**config.mk**
```make
export PLATFORM = sky130hd
export DESIGN_NAME = uart_rx
export DESIGN_NICKNAME = d
export VERILOG_FILES = /design/src/rtl/uart_pkg.sv /design/src/rtl/uart_sync.sv /design/src/rtl/uart_rx.sv
export SDC_FILE = /design/constraint.sdc
export NUM_CORES = 1
export LEC_CHECK = 0
export BUFFER_PORTS_ARGS = -buffer_cell sky130_fd_sc_hd__buf_2
export CORE_MARGIN = 10
export CORE_UTILIZATION = 50
export CTS_BUF_LIST = sky130_fd_sc_hd__clkbuf_4 sky130_fd_sc_hd__clkbuf_8 sky130_fd_sc_hd__clkbuf_16
export DETAILED_ROUTE_END_ITERATION = 16
export PLACE_DENSITY = 0.67
export SLEW_MARGIN = 10
export SYNTH_ARGS = -nofsm -noshare
export SYNTH_HDL_FRONTEND = slang
export SYNTH_HIERARCHICAL = 1
export SYNTH_SLANG_ARGS = --single-unit
```
**constraint.sdc**
```tcl
create_clock -name clk -period 3.2 [get_ports clk]
set_clock_uncertainty 0.05 [all_clocks]
set_input_delay 0.64 -clock clk [delete_from_list [all_inputs] [get_ports clk]]
set_output_delay 0.64 -clock clk [all_outputs]
set_load 0.01 [all_outputs]
```
**src/rtl/uart_pkg.sv**
```systemverilog
// Shared UART definitions: FSM state encoding and oversampling constants
// used by both the receiver and transmitter.
package uart_pkg;

  localparam int OSR      = 16;
  localparam int MID_TICK = 7;

  typedef enum logic [1:0] {
    IDLE  = 2'd0,
    START = 2'd1,
    DATA  = 2'd2,
    STOP  = 2'd3
  } uart_state_t;

endpackage

```
**src/rtl/uart_sync.sv**
```systemverilog
// Generic multi-flop synchroniser for a single asynchronous bit, with a
// configurable reset value so an idle-high line does not glitch out of reset.
module uart_sync #(
  parameter int   STAGES  = 2,
  parameter logic RST_VAL = 1'b1
) (
  input  logic clk,
  input  logic rst,
  input  logic d_i,
  output logic q_o
);

  logic [STAGES-1:0] sync_q;

  always_ff @(posedge clk or posedge rst) begin
    if (rst) begin
      sync_q <= {STAGES{RST_VAL}};
    end else begin
      sync_q <= {sync_q[STAGES-2:0], d_i};
    end
  end

  assign q_o = sync_q[STAGES-1];

endmodule

```
**src/rtl/uart_rx.sv**
```systemverilog
// 16x-oversampled UART receiver with a one-entry valid/ready output register
// and sticky framing / overrun flags.
module uart_rx
  import uart_pkg::*;
#(
  parameter int DBIT        = 8,
  parameter int SB_TICK     = 16,
  parameter int SYNC_STAGES = 2
) (
  input  logic            clk,
  input  logic            rst,
  input  logic            tick,
  input  logic            rx,
  output logic [DBIT-1:0] dout,
  output logic            rx_valid,
  input  logic            rx_ready,
  output logic            rx_done_tick,
  output logic            frame_err,
  output logic            overrun,
  input  logic            clear_err
);

  localparam int TW = ($clog2(SB_TICK) > 4) ? $clog2(SB_TICK) : 4;
  localparam int IW = $clog2(DBIT);

  localparam logic [TW-1:0] MID_LAST  = TW'(MID_TICK);
  localparam logic [TW-1:0] BIT_LAST  = TW'(OSR - 1);
  localparam logic [TW-1:0] STOP_LAST = TW'(SB_TICK - 1);
  localparam logic [IW-1:0] IDX_LAST  = IW'(DBIT - 1);

  logic rx_s;

  uart_sync #(
    .STAGES  (SYNC_STAGES),
    .RST_VAL (1'b1)
  ) u_sync (
    .clk (clk),
    .rst (rst),
    .d_i (rx),
    .q_o (rx_s)
  );

  uart_state_t     state_q;
  logic [TW-1:0]   tick_cnt_q;
  logic [IW-1:0]   idx_q;
  logic [DBIT-1:0] sr_q;
  logic [DBIT-1:0] dout_q;
  logic            valid_q;
  logic            done_q;
  logic            ferr_q;
  logic            ovr_q;

  // Frame completion is decided on the final stop tick; the stop bit level
  // at that instant selects the good/bad path.
  logic frame_end;
  logic frame_good;
  logic frame_bad;
  logic can_load;
  logic load;
  logic drop;

  assign frame_end  = tick && (state_q == STOP) && (tick_cnt_q == STOP_LAST);
  assign frame_good = frame_end && rx_s;
  assign frame_bad  = frame_end && !rx_s;
  assign can_load   = !valid_q || rx_ready;
  assign load       = frame_good && can_load;
  assign drop       = frame_good && !can_load;

  always_ff @(posedge clk or posedge rst) begin
    if (rst) begin
      state_q    <= IDLE;
      tick_cnt_q <= '0;
      idx_q      <= '0;
      sr_q       <= '0;
      dout_q     <= '0;
      valid_q    <= 1'b0;
      done_q     <= 1'b0;
      ferr_q     <= 1'b0;
      ovr_q      <= 1'b0;
    end else begin
      done_q <= 1'b0;
      if (tick) begin
        unique case (state_q)
          IDLE: begin
            if (!rx_s) begin
              state_q    <= START;
              tick_cnt_q <= '0;
            end
          end
          START: begin
            if (tick_cnt_q == MID_LAST) begin
              tick_cnt_q <= '0;
              if (!rx_s) begin
                state_q <= DATA;
                idx_q   <= '0;
              end else begin
                state_q <= IDLE;
              end
            end else begin
              tick_cnt_q <= tick_cnt_q + TW'(1);
            end
          end
          DATA: begin
            if (tick_cnt_q == BIT_LAST) begin
              sr_q       <= {rx_s, sr_q[DBIT-1:1]};
              tick_cnt_q <= '0;
              if (idx_q == IDX_LAST) begin
                state_q <= STOP;
              end else begin
                idx_q <= idx_q + IW'(1);
              end
            end else begin
              tick_cnt_q <= tick_cnt_q + TW'(1);
            end
          end
          STOP: begin
            if (tick_cnt_q == STOP_LAST) begin
              state_q    <= IDLE;
              tick_cnt_q <= '0;
              done_q     <= 1'b1;
            end else begin
              tick_cnt_q <= tick_cnt_q + TW'(1);
            end
          end
          default: state_q <= IDLE;
        endcase
      end

      // A consume and a load in the same cycle leave valid set with new data.
      if (load) begin
        dout_q  <= sr_q;
        valid_q <= 1'b1;
      end else if (valid_q && rx_ready) begin
        valid_q <= 1'b0;
      end

      if (clear_err) ferr_q <= 1'b0;
      if (frame_bad) ferr_q <= 1'b1;
      if (clear_err) ovr_q  <= 1'b0;
      if (drop)      ovr_q  <= 1'b1;
    end
  end

  assign dout         = dout_q;
  assign rx_valid     = valid_q;
  assign rx_done_tick = done_q;
  assign frame_err    = ferr_q;
  assign overrun      = ovr_q;

endmodule

```
==> results.md, run 1 <==
* Seq/Total Area, Yosys at 50.9%
* Final ANT Viol Nets at 0
* # DRC at 0
* #FFs+latches synth at 31
* # IOs at 18
* Post-DP HPWL at 2.04 mm
* Status: finished, final reports clean
* GR Overflow Total at 0
* Mux contribution to synthesized area at 14.4%
* Fmax at 490 MHz
* Most frequent cells in the layout: dfrtp_1 (29), buf_2 (17), inv_1 (10)
* Ys Warns at 6
* Crit Path Max Fanout at 10
* Worst Tran Pin Value at 1060 ps
* Clock sinks at 31
* Synth top area cells: dfrtp_1 (48%), mux2_4 (7.9%), mux2_2 (5.9%)
* Fin. Hold Viols at 0
* CTS Root Cell: clkbuf_4
* TNS Setup at 0 ps
* Synth Flop Type: dfrtp_1
* Num CTS Buffers at 5
* Wire per inst at 16.6 um
* Tcrit/Tclk final at 63.8%
* Worst setup startpoint: tick_cnt_q[0]
* Post-CTS setup buffer count at 0
* Via count at 991
* NumNets Final at 146
* Largest family of logic cells by synthesized area: multiplexers
* Adder-cell area share of the yosys netlist at 2.46%
* Layout cells sized above 1 at 33.3%
* Clk Latency, worst-skew pair at 340 ps
* Compound-Gate Fraction of Synth Area at 11.8%
* Cell count after synthesis at 121
* Synth async-reset ratio at 100%
* H-tree levels at 2
* WL final at 2.81 mm
* Final Slew Violations at 0
* CTS Hold Buffers Added at 0
* Max-slew headroom at 29.4%
* Diodes inserted at 0
* Overall Power at 0.00115 W
* Syn Std Cell Area at 1530 um^2
* R2R Path Start: tick_cnt_q[0]
* Site Rows at 19
* CP Data Required Time at 3380 ps
* Top-area cell type share of the netlist area at 47.5%
* # setup viols final at 0
* Worst setup SP type: flip-flop
* Initial drt markers at 59
* DR vias/cell at 5.86
* Number of detailed-route iterations in the first pass at 4
* CP Class: flip-flop to flip-flop
* Initial antenna violation count at 0
* Die footprint at 5670 um^2
* Die H at 75.3 um
* Commonest non-fill, non-tap cell in the layout: dfrtp_1
* Worst endpoint data arrival time at 2220 ps
* Number of synthesized flops with an enable pin at 0
* Dominant cell type by area after synthesis: dfrtp_1
* Cell variety after synth at 41
* Largest net degree at the start of global routing at 30
* CTS tree: yes
* First-pass GRT wire length at 4.74 mm
* Number of global-route vias before repair at 984
* CTS Buffer Depth at 2
* XOR/XNOR share of the synthesized area at 0.573%
* CTS resizes at 0
* GP Congestion at 0.753
* DIE WIDTH at 75.3 um
* RSZ-0062 raised after global routing: no
* Syn Area/Cell at 12.6 um^2
* Post-synthesis simple-gate area fraction at 12.3%
* Endpoint type of the worst setup path: flip-flop
* Overall routing resource usage at 11.1%
* Initial core utilization at 54.0%
* Area Growth Syn to Fin at 7.78%
* Peak supply drop at 0.000395 V
* CTS clk-pin slew, worst paths at 100 ps
* Hold Crit Class: input port to asynchronous set/reset pin
* Syn_nets at 130
* Power Density at 699 nW/um^2
* Core area at 2830 um^2
* Leak at 0.847 nW
* Core Util, Final at 58.2%
* Max-Cap Viols at 0
* Number of buffers added on ports at 17
* Tmin final at 2040 ps
## synth_stat cells (3+ instances only)
| cell type | n |
|---|---|
| a22o_1 | 3 |
| buf_6 | 6 |
| dfrtp_1 | 29 |
| ha_1 | 3 |
| inv_1 | 10 |
| mux2_2 | 8 |
| mux2_4 | 8 |
| nand2_1 | 3 |
| nand3_1 | 5 |
| nand4b_1 | 3 |
| o21ai_0 | 4 |
## cell type report
cell class | instances | area, um^2
Clock buffer | 7 | 65.1
Tap cell | 31 | 38.8
Inverter | 10 | 37.5
Multi-Input combinational cell | 72 | 634
Timing Repair Buffer | 17 | 85.1
Fill cell | 236 | 1180
Sequential cell | 31 | 778
Clock inverter | 1 | 7.51
## state kept, by name, indices dropped and copies added (netlist names), named ones only
name,cells
dout,8
sr_q,8
tick_cnt_q,4
idx_q,3
u_sync/sync_q,2
frame_err,1
overrun,1
rx_done_tick,1
rx_valid,1
state_q,1
## final timing paths
check	end	slack, ps	cells after the start
setup / recovery	dout[3]	1160	4
hold / removal	u_sync/sync_q[0]	270	2
setup reg to reg	dout[3]	1160	4
hold reg to reg	u_sync/sync_q[1]	310	0
max in group asynchronous	tick_cnt_q[3]	1950	2
min in group clk	u_sync/sync_q[1]	310	0
## logic make-up after synthesis
group / after synthesis
AO/OA/AOI/OAI: 23
XOR/XNOR: 1
adder cells (fa/ha/maj): 3
buffers and inverters: 18
flip-flops: 31
multiplexers: 17
AND/OR/NAND/NOR: 28
## layer usage
metal,track usage [%],vias to the layer above,wire length (um),part of all wire (%)
met3,5.91,5,270,9.6
li1,-,472,-,-
met4,4.33,0,44,1.6
met5,0,-,0,0
met1,14.7,481,1300,46
met2,14.7,33,1200,43
## report_power, final
group | switching [W] | internal (W)
registers | 0.0000948 | 0.000455
clock network | 0.000140 | 0.000128
logic | 0.000164 | 0.000168
## stage by stage
step	instance area [um^2]	hold slack (ps)	setup slack (ps)	std cells
floorplan	1530	295	1420	121
global placement	1570	296	1240	161
detailed placement	1570	297	1180	161
CTS	1650	255	1170	169
global route	1650	266	1070	169
finish	1650	268	1160	169
## critical path, cell delays in order (launching register included)
cell and delay, ps:
dfrtp_1 420, ha_1 370, and3_1 390, and4_4 390, mux2_4 320
No activity file was read; power rests on OpenSTA's default activity.
==> run 2: changes to the inputs <==
Settings changed: ABC_AREA set to 1, PLACE_DENSITY 0.67 to 0.68.
Clock period 3.2 ns to 2 ns, I/O delays scaled along.
==> results.md, run 2 <==
* Status: finished, final reports clean
* CTS clk-pin slew, worst paths at 90 ps (about the same)
* Fin. Hold Viols at 0 (unchanged)
* Site Rows at 19 (unchanged)
* Worst setup startpoint: tick_cnt_q[0]
* Layout cells sized above 1 at 25.9% (-7.5 points)
* Top-area cell type share of the netlist area at 51.9% (+4.4 points)
* Cell variety after synth at 22 (-46%)
* Syn Std Cell Area at 1400 um^2 (-8.4%)
* Reg area at 778 um^2 (unchanged)
* Worst endpoint data arrival time at 1740 ps (-480 ps)
* Worst Tran Pin Value at 361 ps (-696 ps)
* Diodes inserted at 0 (unchanged)
* Dominant cell type by area after synthesis: dfrtp_1
* GRT busiest layer: met2
* Die H at 72.9 um (-3.2%)
* Leak at 0.804 nW (-5.1%)
* Tmin final at 1580 ps (-466 ps)
* First-pass GRT wire length at 4.37 mm (-7.7%)
* Peak supply drop at 0.000613 V (+55%)
* DR vias/cell at 4.93 (-16%)
* Hold Crit Class: input port to asynchronous set/reset pin
* Clock sinks at 31 (unchanged)
* CP Data Required Time at 2160 ps (-1220 ps)
* Final ANT Viol Nets at 0 (unchanged)
* Syn_nets at 159 (+22%)
* RSZ-0062 raised after global routing: no
* Die footprint at 5310 um^2 (-6.2%)
* Post-DP HPWL at 1.79 mm (-12%)
* Tcrit/Tclk final at 78.8% (+15 points)
* Final Slew Violations at 0 (unchanged)
* CTS Hold Buffers Added at 0 (unchanged)
* DIE WIDTH at 72.9 um (-3.2%)
* Num CTS Buffers at 5 (unchanged)
* Syn Area/Cell at 9.33 um^2 (-26%)
* Initial antenna violation count at 0 (unchanged)
* # setup viols final at 0 (unchanged)
* Crit Path Max Fanout at 17 (+7)
* Top-count cell post-synth: nand2_1
* Int Power at 0.00108 W (+44%)
* # IOs at 18 (unchanged)
* Clk Latency, worst-skew pair at 320 ps (-20 ps)
* # DRC at 0 (unchanged)
* NumNets Final at 182 (+25%)
* M2 GR Usage at 16.3% (+1.6 points)
* Initial core utilization at 51.6% (-2.4 points)
* Max-Cap Viols at 0 (unchanged)
* Sequential share of power at 48.4% (+0.6 points)
* Number of synthesized flops with an enable pin at 0 (unchanged)
* Core Util, Final at 59.0% (+0.84 points)
* Number of global-route vias before repair at 1044 (+6.1%)
* WL final at 2.42 mm (-14%)
* Clk network pwr share at 32.3% (+9.0 points)
* Overall routing resource usage at 10.2% (-0.84 points)
* Initial drt markers at 54 (-8.5%)
* Most frequent cells in the layout: nand2_1 (42), dfrtp_1 (29), inv_1 (23)
* Synth Flop Type: dfrtp_1
* #FFs+latches synth at 31 (unchanged)
* Post-route non-filler standard cell count at 205 (+21%)
* Number of buffers added on ports at 17 (unchanged)
* TNS Setup at 0 ps (unchanged)
* Met1 layer usage reported by global route at 12.1% (-2.6 points)
* Endpoint type of the worst setup path: flip-flop
* Commonest non-fill, non-tap cell in the layout: nand2_1
* CP Class: flip-flop to flip-flop
* Via count at 1010 (+1.9%)
* Area Growth Syn to Fin at 14.4%
* Area of the multi-input gates at 514 um^2 (-19%)
* Global routing usage on met3 at 3.67% (-2.2 points)
* Top cells by count, synth: nand2_1 (42), dfrtp_1 (29), inv_1 (23)
* Fill count at 253 (+7.2%)
* Seq/Total Area, Yosys at 55.6% (+4.7 points)
* GP Congestion at 0.797 (+5.9%)
* Fmax at 635 MHz (+30%)
* Synth async-reset ratio at 100% (unchanged)
* Placed cells at 197 (+22%)
* Synth top area cells: dfrtp_1 (52%), nand2_1 (11%), inv_1 (6.2%)
* Worst setup SP type: flip-flop
* Largest net degree at the start of global routing at 30 (unchanged)
* Comb pwr share at 19.2% (-9.7 points)
* Psw at 0.000474 W (+19%)
* H-tree levels at 2 (unchanged)
* Switching part of the total at 30.4% (-4.2 points)
* CTS Root Cell: clkbuf_4
* Wire per inst at 11.8 um (-29%)
* Ys Warns at 6 (unchanged)
* CTS tree: yes
* Core area at 2710 um^2 (-4.2%)
* Power Density at 973 nW/um^2 (+39%)
* CTS resizes at 0 (unchanged)
* Number of detailed-route iterations in the first pass at 4 (unchanged)
* Post-CTS setup buffer count at 0 (unchanged)
* R2R Path Start: tick_cnt_q[0]
* CTS Buffer Depth at 2 (unchanged)
* Cell count after synthesis at 150 (+24%)
* GR Overflow Total at 0 (unchanged)
* Max-slew headroom at 75.9% (+46 points)
==> run 2: changes by cell type after synthesis, moves of 6 or more <==
cell     previous run  this run
mux2_4              8         0
o21ai_2             0         8
inv_1              10        23
mux2_2              8         0
nor2_1              1         7
nand2_1             3        42
==> run 2: kinds of logic after synthesis <==
kind of cell | share of synthesized area (%)
AOI/OAI and AO/OA | 10.7
buffers and inverters | 7.60
xor gates and xnor gates | 0.626
DFF | 55.6
and+or+nand+nor | 22.7
adders and majority gates | 2.68
==> run 2: through the flow <==
| stage | setup WS (ps) | instance area [um^2] | hold slack, ps | power, W |
|---|---|---|---|---|
| after global routing | 249 | 1600 | 45.3 | 0.00166 |
| after detailed placement | 438 | 1510 | 302 | 0.00107 |
| after CTS | 411 | 1600 | 38.7 | 0.00158 |
| after floorplan | 585 | 1400 | 262 | 0.000996 |
| final | 425 | 1600 | 47.3 | 0.00156 |
| after global placement | 456 | 1510 | 297 | 0.00105 |
==> run 2: path summary, 6_finish.rpt <==
path	end	slack, ps	cells after the start
min in group clk	u_sync/sync_q[0]	120	1
max	dout[3]	420	6
max in group asynchronous	tick_cnt_q[3]	1550	3
max reg2reg	dout[3]	420	6
min reg2reg	u_sync/sync_q[1]	310	0
min	u_sync/sync_q[1]	50	2
==> run 2: final cells by class <==
class / instances / share of cell area [%]
multi-input combinational: 93 / 32.1
clock buffer: 6 / 3.21
timing repair buffer: 18 / 5.79
tap: 31 / 2.42
clock inverter: 2 / 2.19
sequential: 31 / 48.6
inverter: 24 / 5.63
==> run 2: critical path, cell delays in order (launching register included) <==
cell     delay [ps]
dfrtp_1         390
ha_1            250
nand3_2         150
nor2_4          190
nand3_4         230
nand2_1         140
o21ai_2          60
==> run 2: layer usage <==
layer	vias to the layer above	share of wire, %
li1	514	-
met1	472	48
met2	19	46
met3	5	4.1
met4	0	1.6
met5	-	0
==> run 2: power by group through the flow <==
stage	registers, W	clock network (W)	logic (W)
after floorplan	0.000750	0	0.000246
after global placement	0.000763	0	0.000286
after detailed placement	0.000765	0	0.000303
after CTS	0.000755	0.000517	0.000305
after global routing	0.000766	0.000544	0.000354
final	0.000755	0.000503	0.000300
